===== config.mk =====
export PLATFORM = sky130hd
export DESIGN_NAME = muldiv_unit_flat
export DESIGN_NICKNAME = d
export VERILOG_FILES = /design/src/rtl/muldiv_unit_pkg.sv /design/src/rtl/muldiv_unit_if.sv /design/src/rtl/muldiv_unit_twos_negate.sv /design/src/rtl/muldiv_unit.sv /design/src/flat_wrapper.sv
export SDC_FILE = /design/constraint.sdc
export NUM_CORES = 1
export LEC_CHECK = 0
export BUFFER_PORTS_ARGS = -buffer_cell sky130_fd_sc_hd__buf_2
export CAP_MARGIN = 40
export CORE_MARGIN = 2
export CORE_UTILIZATION = 59
export DETAILED_ROUTE_END_ITERATION = 10
export PLACE_DENSITY = 0.89
export SKIP_LAST_GASP = 1
export SLEW_MARGIN = 5
export SYNTH_ARGS = -nofsm -noshare
export SYNTH_HDL_FRONTEND = slang
export SYNTH_SLANG_ARGS = --single-unit

===== constraint.sdc =====
create_clock -name clk -period 8.39 [get_ports clk]
set_input_delay 0 -clock clk [delete_from_list [all_inputs] [get_ports clk]]
set_output_delay 0 -clock clk [all_outputs]
set_load 0.005 [all_outputs]

===== src/rtl/muldiv_unit_pkg.sv =====
// rtl/muldiv_unit_pkg.sv - func codes, FSM states and op decode for the mult/div unit
package muldiv_unit_pkg;

  localparam logic [1:0] ALUOP_RTYPE = 2'b10;

  localparam logic [5:0] FN_MFHI  = 6'h10;
  localparam logic [5:0] FN_MTHI  = 6'h11;
  localparam logic [5:0] FN_MFLO  = 6'h12;
  localparam logic [5:0] FN_MTLO  = 6'h13;
  localparam logic [5:0] FN_MULT  = 6'h18;
  localparam logic [5:0] FN_MULTU = 6'h19;
  localparam logic [5:0] FN_DIV   = 6'h1A;
  localparam logic [5:0] FN_DIVU  = 6'h1B;

  typedef enum logic [1:0] {
    S_IDLE = 2'd0,
    S_RUN  = 2'd1,
    S_FIX  = 2'd2
  } state_t;

  function automatic logic is_valid_op(input logic [1:0] aluop, input logic [5:0] fn);
    return (aluop == ALUOP_RTYPE) &&
           (fn inside {FN_MFHI, FN_MTHI, FN_MFLO, FN_MTLO,
                       FN_MULT, FN_MULTU, FN_DIV, FN_DIVU});
  endfunction

endpackage


===== src/rtl/muldiv_unit_if.sv =====
// rtl/muldiv_unit_if.sv - request/result bundle between pipeline and mult/div unit
interface muldiv_unit_if #(parameter int WIDTH = 32);
  logic [1:0]       ALUop;
  logic [5:0]       func;
  logic             start;
  logic [WIDTH-1:0] a;
  logic [WIDTH-1:0] b;
  logic             busy;
  logic             stall;
  logic             done;
  logic             div_by_zero;
  logic [WIDTH-1:0] hi;
  logic [WIDTH-1:0] lo;
  logic [WIDTH-1:0] rd_data;

  modport master (
    output ALUop, func, start, a, b,
    input  busy, stall, done, div_by_zero, hi, lo, rd_data
  );

  modport slave (
    input  ALUop, func, start, a, b,
    output busy, stall, done, div_by_zero, hi, lo, rd_data
  );
endinterface


===== src/rtl/muldiv_unit_twos_negate.sv =====
// rtl/muldiv_unit_twos_negate.sv - combinational two's-complement negate
module twos_negate #(
  parameter int WIDTH = 32
) (
  input  logic [WIDTH-1:0] in_val,
  output logic [WIDTH-1:0] out_val
);
  assign out_val = ~in_val + WIDTH'(1);
endmodule


===== src/rtl/muldiv_unit.sv =====
// rtl/muldiv_unit.sv - radix-2 iterative mult/div with HI/LO and mf/mt access
module muldiv_unit
  import muldiv_unit_pkg::*;
#(
  parameter int WIDTH = 32
) (
  input logic         clk,
  input logic         reset,
  muldiv_unit_if.slave bus
);
  localparam int CW = $clog2(WIDTH) + 1;

  state_t           state_q, state_d;
  logic [CW-1:0]    cnt_q, cnt_d;
  logic [WIDTH-1:0] acc_q, acc_d, shf_q, shf_d, opb_q, opb_d, araw_q, araw_d;
  logic [WIDTH-1:0] hi_q, hi_d, lo_q, lo_d;
  logic             is_div_q, is_div_d, neg_q, neg_d, rneg_q, rneg_d, dz_q, dz_d;
  logic             busy_q, busy_d, done_q, done_d, dzo_q, dzo_d;

  logic             valid, req, is_md, signed_op, div_op, sa, sb;
  logic [WIDTH-1:0] neg_a, neg_b, mag_a, mag_b, neg_quot, neg_rem;
  logic [2*WIDTH-1:0] neg_p;
  logic [WIDTH:0]   mul_sum, div_shifted;
  logic [WIDTH-1:0] div_diff;
  logic             div_ge;

  assign valid     = is_valid_op(bus.ALUop, bus.func);
  assign req       = bus.start & valid;
  assign is_md     = bus.func[3];
  assign div_op    = bus.func[1];
  assign signed_op = ~bus.func[0];
  assign sa        = signed_op & bus.a[WIDTH-1];
  assign sb        = signed_op & bus.b[WIDTH-1];

  twos_negate #(.WIDTH(WIDTH))   u_neg_a (.in_val(bus.a),          .out_val(neg_a));
  twos_negate #(.WIDTH(WIDTH))   u_neg_b (.in_val(bus.b),          .out_val(neg_b));
  twos_negate #(.WIDTH(2*WIDTH)) u_neg_p (.in_val({acc_q, shf_q}), .out_val(neg_p));
  twos_negate #(.WIDTH(WIDTH))   u_neg_q (.in_val(shf_q),          .out_val(neg_quot));
  twos_negate #(.WIDTH(WIDTH))   u_neg_r (.in_val(acc_q),          .out_val(neg_rem));

  assign mag_a = sa ? neg_a : bus.a;
  assign mag_b = sb ? neg_b : bus.b;

  // Multiply: acc:shf is the running product, multiplier bits retire from shf[0].
  assign mul_sum = {1'b0, acc_q} + (shf_q[0] ? {1'b0, opb_q} : '0);
  // Divide: acc is the partial remainder, shf shifts dividend out and quotient in.
  assign div_shifted = {acc_q, shf_q[WIDTH-1]};
  assign div_ge      = div_shifted >= {1'b0, opb_q};
  assign div_diff    = div_shifted[WIDTH-1:0] - opb_q;

  always_comb begin
    state_d  = state_q;
    cnt_d    = cnt_q;
    acc_d    = acc_q;
    shf_d    = shf_q;
    opb_d    = opb_q;
    araw_d   = araw_q;
    hi_d     = hi_q;
    lo_d     = lo_q;
    is_div_d = is_div_q;
    neg_d    = neg_q;
    rneg_d   = rneg_q;
    dz_d     = dz_q;
    busy_d   = busy_q;
    done_d   = 1'b0;
    dzo_d    = 1'b0;
    case (state_q)
      S_IDLE: begin
        if (req) begin
          if (is_md) begin
            state_d  = S_RUN;
            busy_d   = 1'b1;
            cnt_d    = '0;
            acc_d    = '0;
            shf_d    = div_op ? mag_a : mag_b;
            opb_d    = div_op ? mag_b : mag_a;
            araw_d   = bus.a;
            is_div_d = div_op;
            neg_d    = sa ^ sb;
            rneg_d   = sa;
            dz_d     = div_op & (bus.b == '0);
          end else if (bus.func == FN_MTHI) begin
            hi_d = bus.a;
          end else if (bus.func == FN_MTLO) begin
            lo_d = bus.a;
          end
        end
      end
      S_RUN: begin
        cnt_d = cnt_q + CW'(1);
        if (is_div_q) begin
          acc_d = div_ge ? div_diff : div_shifted[WIDTH-1:0];
          shf_d = {shf_q[WIDTH-2:0], div_ge};
        end else begin
          acc_d = mul_sum[WIDTH:1];
          shf_d = {mul_sum[0], shf_q[WIDTH-1:1]};
        end
        if (cnt_q == CW'(WIDTH - 1)) state_d = S_FIX;
      end
      S_FIX: begin
        state_d = S_IDLE;
        busy_d  = 1'b0;
        done_d  = 1'b1;
        dzo_d   = dz_q;
        if (is_div_q) begin
          if (dz_q) begin
            lo_d = '1;
            hi_d = araw_q;
          end else begin
            lo_d = neg_q  ? neg_quot : shf_q;
            hi_d = rneg_q ? neg_rem  : acc_q;
          end
        end else begin
          {hi_d, lo_d} = neg_q ? neg_p : {acc_q, shf_q};
        end
      end
      default: state_d = S_IDLE;
    endcase
  end

  always_ff @(posedge clk) begin
    if (reset) begin
      state_q  <= S_IDLE;
      cnt_q    <= '0;
      acc_q    <= '0;
      shf_q    <= '0;
      opb_q    <= '0;
      araw_q   <= '0;
      hi_q     <= '0;
      lo_q     <= '0;
      is_div_q <= 1'b0;
      neg_q    <= 1'b0;
      rneg_q   <= 1'b0;
      dz_q     <= 1'b0;
      busy_q   <= 1'b0;
      done_q   <= 1'b0;
      dzo_q    <= 1'b0;
    end else begin
      state_q  <= state_d;
      cnt_q    <= cnt_d;
      acc_q    <= acc_d;
      shf_q    <= shf_d;
      opb_q    <= opb_d;
      araw_q   <= araw_d;
      hi_q     <= hi_d;
      lo_q     <= lo_d;
      is_div_q <= is_div_d;
      neg_q    <= neg_d;
      rneg_q   <= rneg_d;
      dz_q     <= dz_d;
      busy_q   <= busy_d;
      done_q   <= done_d;
      dzo_q    <= dzo_d;
    end
  end

  assign bus.busy        = busy_q;
  assign bus.stall       = req & busy_q;
  assign bus.done        = done_q;
  assign bus.div_by_zero = dzo_q;
  assign bus.hi          = hi_q;
  assign bus.lo          = lo_q;
  assign bus.rd_data     = (bus.ALUop == ALUOP_RTYPE && bus.func == FN_MFHI) ? hi_q :
                           (bus.ALUop == ALUOP_RTYPE && bus.func == FN_MFLO) ? lo_q : '0;
endmodule

===== src/flat_wrapper.sv =====
// flat-port wrapper written by rule: the top's interface ports become plain ports
module muldiv_unit_flat import muldiv_unit_pkg::*;
#(
  parameter int WIDTH = 32
)
  (clk, reset, bus_ALUop, bus_func, bus_start, bus_a, bus_b, bus_busy, bus_stall, bus_done, bus_div_by_zero, bus_hi, bus_lo, bus_rd_data);
  muldiv_unit_if #(.WIDTH(WIDTH)) bus_i ();
  input logic clk;
  input logic reset;
  input wire logic [$bits(bus_i.ALUop)-1:0] bus_ALUop;
  input wire logic [$bits(bus_i.func)-1:0] bus_func;
  input wire logic [$bits(bus_i.start)-1:0] bus_start;
  input wire logic [$bits(bus_i.a)-1:0] bus_a;
  input wire logic [$bits(bus_i.b)-1:0] bus_b;
  output wire logic [$bits(bus_i.busy)-1:0] bus_busy;
  output wire logic [$bits(bus_i.stall)-1:0] bus_stall;
  output wire logic [$bits(bus_i.done)-1:0] bus_done;
  output wire logic [$bits(bus_i.div_by_zero)-1:0] bus_div_by_zero;
  output wire logic [$bits(bus_i.hi)-1:0] bus_hi;
  output wire logic [$bits(bus_i.lo)-1:0] bus_lo;
  output wire logic [$bits(bus_i.rd_data)-1:0] bus_rd_data;
  assign bus_i.ALUop = bus_ALUop;
  assign bus_i.func = bus_func;
  assign bus_i.start = bus_start;
  assign bus_i.a = bus_a;
  assign bus_i.b = bus_b;
  assign bus_busy = bus_i.busy;
  assign bus_stall = bus_i.stall;
  assign bus_done = bus_i.done;
  assign bus_div_by_zero = bus_i.div_by_zero;
  assign bus_hi = bus_i.hi;
  assign bus_lo = bus_i.lo;
  assign bus_rd_data = bus_i.rd_data;
  muldiv_unit #(.WIDTH(WIDTH)) u_core (.clk(clk), .reset(reset), .bus(bus_i));
endmodule

## Yosys cells after proc, flatten, opt, wreduce, memory -nomap -nowiden

Cells that the tools add are included.

- Flip-flop bits (word level): 207
- Output and inout bits: 100
- Word-level logic and storage cells: 114

- Add/sub/neg operators: 8
- Magnitude comparators: 1
- Equal/unequal tests: 19
- Multiplexer cells: 43
- Bitwise operators: 13
- Reduce and logical (&&, ||, !) cells: 15

Operator list:

| kind | number |
|---|---|
| $mux 32 | 27 |
| $pmux 32 s2 | 4 |
| $add 32x1->32 const B | 4 |
| $not 32->32 | 4 |
| $add 64x1->64 const B | 1 |
| $mux 64 | 1 |
| $not 64->64 | 1 |
| $eq 6x5->1 const B | 9 |
| $add 32x33->33 | 1 |
| $ge 33x32->1 | 1 |
| $logic_not 32->1 | 1 |
| $sub 32x32->32 | 1 |
| $mux 6 | 2 |
| $pmux 6 s2 | 1 |
| $reduce_and 3->1 | 4 |
| $ne 2x1->1 const B | 4 |
| $reduce_bool 8->1 | 1 |
| $add 6x1->6 const B | 1 |
| $mux 2 | 3 |
| $ne 2x2->1 const B | 3 |
| $and 1x1->1 | 5 |
| $reduce_and 5->1 | 1 |
| $eq 2x2->1 const B | 2 |
| $pmux 2 s2 | 1 |
| other kinds (10) | 16 |

## Logic depth before layout (Yosys ltp)

- Depth after elaboration: 7
- Mapped depth: 14
- Depth with buffers taken out: 13

## By module

From an unflattened synthesis, not the netlist that was laid out.

- Cell total of the unflattened synthesis: 2,632
- Area, all modules: 19,964.1 um2

By module, submodules not included:

| module | instances | cells an instance | area each (um2) | seq. area each (um2) |
|---|---|---|---|---|
| muldiv_unit | 1 | 2,111 | 16,156.7 | 4,144.0 |
| twos_negate at u_core.u_neg_a ... | 3 | 83 | 636.9 | 0.0 |
| twos_negate at u_core.u_neg_p | 1 | 186 | 1,287.5 | 0.0 |
| twos_negate at u_core.u_neg_r | 1 | 86 | 609.3 | 0.0 |

## Worst setup path after synthesis

Ideal clock, no wire load.

- Kind: reg2reg
- Start: register u_core.shf_q[3]
- End: register u_core.hi_q[23], in the netlist u_core.bus.hi[23]
- Library setup time: 0.125 ns
- Arrival: 2.874 ns
- Required time: 8.265 ns
- Path slack: 5.391 ns
- Cell stages (with the launch flop): 11
- Cells stage by stage: dfxtp_1 clkbuf_1 or4_1 nor4_1 and4_1 nand3_1 or3_1 o21ai_0 mux2_2 o22ai_1 o21ai_0

- Longest elaborated chain between the ends: 5

Ends and longest elaborated chain:

| what | line | text |
|---|---|---|
| from (decl) | muldiv_unit.sv:15 | `logic [WIDTH-1:0] acc_q, acc_d, shf_q, shf_d, opb_q, opb_d, araw_q, araw_d;` |
| from (signal assigned) | muldiv_unit.sv:126 | `shf_q <= '0;` |
| from (signal assigned) | muldiv_unit.sv:142 | `shf_q <= shf_d;` |
| $not 64->64 | muldiv_unit_twos_negate.sv:8 | `assign out_val = ~in_val + WIDTH'(1);` |
| $add 64x1->64 | muldiv_unit_twos_negate.sv:8 |  |
| $mux 64 | muldiv_unit.sv:114 | `{hi_d, lo_d} = neg_q ? neg_p : {acc_q, shf_q};` |
| $mux 32 | muldiv_unit.sv:105 | `if (is_div_q) begin` |
| $pmux 32 s2 | muldiv_unit.sv:67 | `case (state_q)` |
| to (signal assigned) | muldiv_unit.sv:145 | `hi_q <= hi_d;` |
| to (decl) | muldiv_unit.sv:16 | `logic [WIDTH-1:0] hi_q, hi_d, lo_q, lo_d;` |

No other way between the ends.
A chain may end at the register's enable or synchronous reset.

## Worst setup path after layout

- Start: register u_core.acc_q[5]
- End: register u_core.acc_q[31]

- Longest elaborated chain between the ends: 4

Ends and longest elaborated chain:

| what | line | text |
|---|---|---|
| from (decl) | muldiv_unit.sv:15 |  |
| from (signal assigned) | muldiv_unit.sv:125 | `acc_q <= '0;` |
| from (signal assigned) | muldiv_unit.sv:141 | `acc_q <= acc_d;` |
| $sub 32x32->32 or $ge 33x32->1 (tied branches) | muldiv_unit.sv:49, muldiv_unit.sv:48 |  |
| $mux 32 | muldiv_unit.sv:92 | `acc_d = div_ge ? div_diff : div_shifted[WIDTH-1:0];` |
| $mux 32 (*) | muldiv_unit.sv:91 | `if (is_div_q) begin` |
| $pmux 32 s2 (*) | muldiv_unit.sv:67 |  |

Every way passes the cells marked *; elsewhere a longest branch is shown, timed or not.

==> flow_metrics.tcl <==
set metrics [dict create \
    status "complete, no violations" \
    ys_top_cells_by_area "dfxtp_1, mux2i_1, a21oi_1" \
    synth-xor-area-share 0.0954 \
    clkSinkCount 207 \
    maxCapViolCount 0 \
    via_per_inst 6.91 \
    clockRootBuffer "clkbuf_16" \
    cts_resized 0 \
    max_freq_mhz 242 \
    synth_compound_area_frac 0.272 \
    drtAntennaViolNets 0 \
    maxSlewViolCount 0 \
    worstPathRequired_ns 8.84 \
    setup_tns_ns 0 \
    numCtsBuffers 24 \
    grt_pass1_wl_um 107000 \
    synth-edff-count 0 \
    async_reset_ff_frac 0 \
    skew_ns 0.0235 \
    yosys.area_share.simple 0.202 \
    postCtsSetupRepairBufs 0 \
    numPortBuffers 174 \
    drt-initial-drc-count 3174 \
    irDropWorstVdd_mv 0.146 \
    die_area_um2 30500 \
    cp.arrival_ns 4.59 \
    hold_viol 0 \
    finalSetupViolations 0 \
    start_kind "flop" \
    ys_dominant_reg_cell "dfxtp_1" \
    clock_latency_ns 0.55 \
    synthCells 2332 \
    cts_max_level 1 \
    ys_warn_count 0 \
    hold_class "primary input to flop" \
    clock_path_buffers 3 \
    wl_per_cell_um 25.4 \
    num_vias 19500 \
    p_leak_uw 0.00809 \
    initial_core_util 0.598 \
    seq_area_frac_synth 0.241 \
    powerDensity_nw_per_um2 130 \
    die_h_um 175 \
    syn_avg_cell_area_um2 7.36 \
    place_ws_ns 4.44 \
    first_global_vias 17700 \
    num-nets-final 2572 \
    yosys.area.top_type "dfxtp_1" \
    synthMuxAreaShare 0.0778 \
    yosysUniqueCellTypes 76 \
    rows 62 \
    syn_to_final_growth_pct 13.6 \
    track_usage 0.454 \
    fin_ws_ns 4.25 \
    crit_fanout 20 \
    path_clk_slew_ns 0.07 \
    critPathKind "flop to flop" \
    drtPass1Iterations 7 \
    slew_headroom 0.354 \
    tritoncts "yes" \
    hpwl_um 51900 \
    worst_pin_slew_ns 0.963 \
    antenna_found_initial 5 \
    synth_top_area_frac 0.241 \
    synthAdderAreaFrac 0.0526 \
    synth_area_um2 17200 \
    drc 0 \
    pin_count 175 \
    die_w_um 175 \
    overflow 0 \
    synth.net_count 2478 \
    drive_gt1_frac 0.119 \
    ys_ff_latch 207 \
    endpoint_kind "flop" \
    period_needed_ns 4.14 \
    totalWireLength_um 71900 \
    rsz0062_at_grt "no" \
    synth_top_family_by_area "compound AO/OA/AOI/OAI gates" \
    place_congestion 1.05 \
    fp.coreArea_um2 28700 \
    grt_max_degree 82 \
    period_share 0.493 \
]
-- synth_stat cells, types with 16 or more instances --
cell,number
ha_1,69
clkbuf_1,164
a21o_1,28
nand3_1,45
o221ai_1,16
a22oi_1,25
a211oi_1,58
or4_1,21
inv_1,74
xor2_1,91
a21oi_1,227
o31ai_1,28
nor3_1,41
nand4_1,22
nor4_1,21
dfxtp_1,207
nor2_1,235
o21ai_0,147
a221oi_1,43
o211ai_1,31
or3_1,18
nand2_1,249
a31oi_1,22
mux2i_1,129
xnor2_1,96
buf_1,16
-- layout by cell type, fill, tap and decap left out, types with 29 or more instances in the layout --
cell type	count
dfxtp_1	204
nand2_1	249
mux2i_1	129
buf_2	172
inv_1	74
dlygate4sd3_1	51
xor2_1	91
buf_4	29
xnor2_1	96
ha_1	69
a221oi_1	43
o21ai_0	147
o211ai_1	31
nor2_1	233
nor3_1	40
nand3_1	45
a21oi_1	225
a211oi_1	58
-- sequential cells by signal, indices dropped and copies added (netlist names) --
signal and count:
u_core.acc_q 32, u_core.araw_q 32, u_core.bus.busy 1, u_core.bus.div_by_zero 1
u_core.bus.done 1, u_core.bus.hi 32, u_core.bus.lo 32, u_core.cnt_q 6
u_core.dz_q 1, u_core.is_div_q 1, u_core.neg_q 1, u_core.opb_q 32
u_core.rneg_q 1, u_core.shf_q 32, u_core.state_q 2
-- through the flow --
stage / instance area [um^2] / utilization / hold slack (ns) / instances / power [uW]
5_1_grt: 19500 / 0.680 / 0.0577 / 2829 / 2570
4_1_cts: 19500 / 0.679 / 0.000185 / 2828 / 2500
6_report: 19500 / 0.680 / 0.0261 / 2831 / 2530
2_1_floorplan: 17200 / - / 0.112 / 2332 / 1190
3_5_place_dp: 18100 / 0.630 / 0.339 / 2733 / 1300
3_3_place_gp: 18000 / 0.628 / 0.317 / 2728 / 1290
-- final timing paths --
path	start	endpoint	slack (ns)	cells past startpoint
worst max-delay path	u_core.acc_q[5]	u_core.acc_q[31]	4.25	11
worst min-delay path	bus_b[20]	u_core.shf_q[20]	0.03	4
worst max register to register	u_core.acc_q[5]	u_core.acc_q[31]	4.25	11
worst min register to register	u_core.opb_q[7]	u_core.opb_q[7]	0.46	2
-- metal layers --
metal | up-vias | global-route usage | wire length [um]
li1 | 8661 | - | -
met1 | 9100 | 0.567 | 25700
met2 | 1470 | 0.669 | 29300
met3 | 314 | 0.143 | 10700
met4 | 4 | 0.311 | 6050
met5 | - | 0 | 33
-- layout make-up --
class                   count  area (um^2)
inverters                  75          282
diodes                      3         7.51
well taps                 384          480
clock buffers              27          632
multi-input cells        1863        12000
clock inverters            17          270
flip-flops and latches    207         4150
repair buffers            255         1640
fillers                  2422         9190
-- what timing repair did --
item	CTS	global route
setup endpoints to repair	0	0
hold endpoints to repair	90	0
hold buffers	51	0
-- critical path: stages (launching register included) --
cell and delay (ns):
dfxtp_1 0.55, ha_1 0.36, a211oi_1 0.33, o21ai_0 0.19, nor4b_1 0.19, nor3_1 0.53, o31a_1 0.30, o211a_1 0.46
nand2_1 0.28, buf_4 0.37, mux2i_1 0.17, a211oi_1 0.31
-- logic make-up (layout without fill, tap and decap cells) --
group	Yosys count	after routing
AO/OA/AOI/OAI	728	728
XOR/XNOR	187	187
adder cells (fa/ha/maj)	71	71
buffers and inverters	262	374
flip-flops	207	207
multiplexers	133	133
other	0	3
AND/OR/NAND/NOR	744	744
-- report_power, final --
| part | switching (uW) | total [uW] | internal [uW] |
|---|---|---|---|
| sequential | 5.76 | 991 | 985 |
| combinational | 219 | 326 | 108 |
| clock | 482 | 1210 | 732 |
Power figures use the tool's default switching activity.
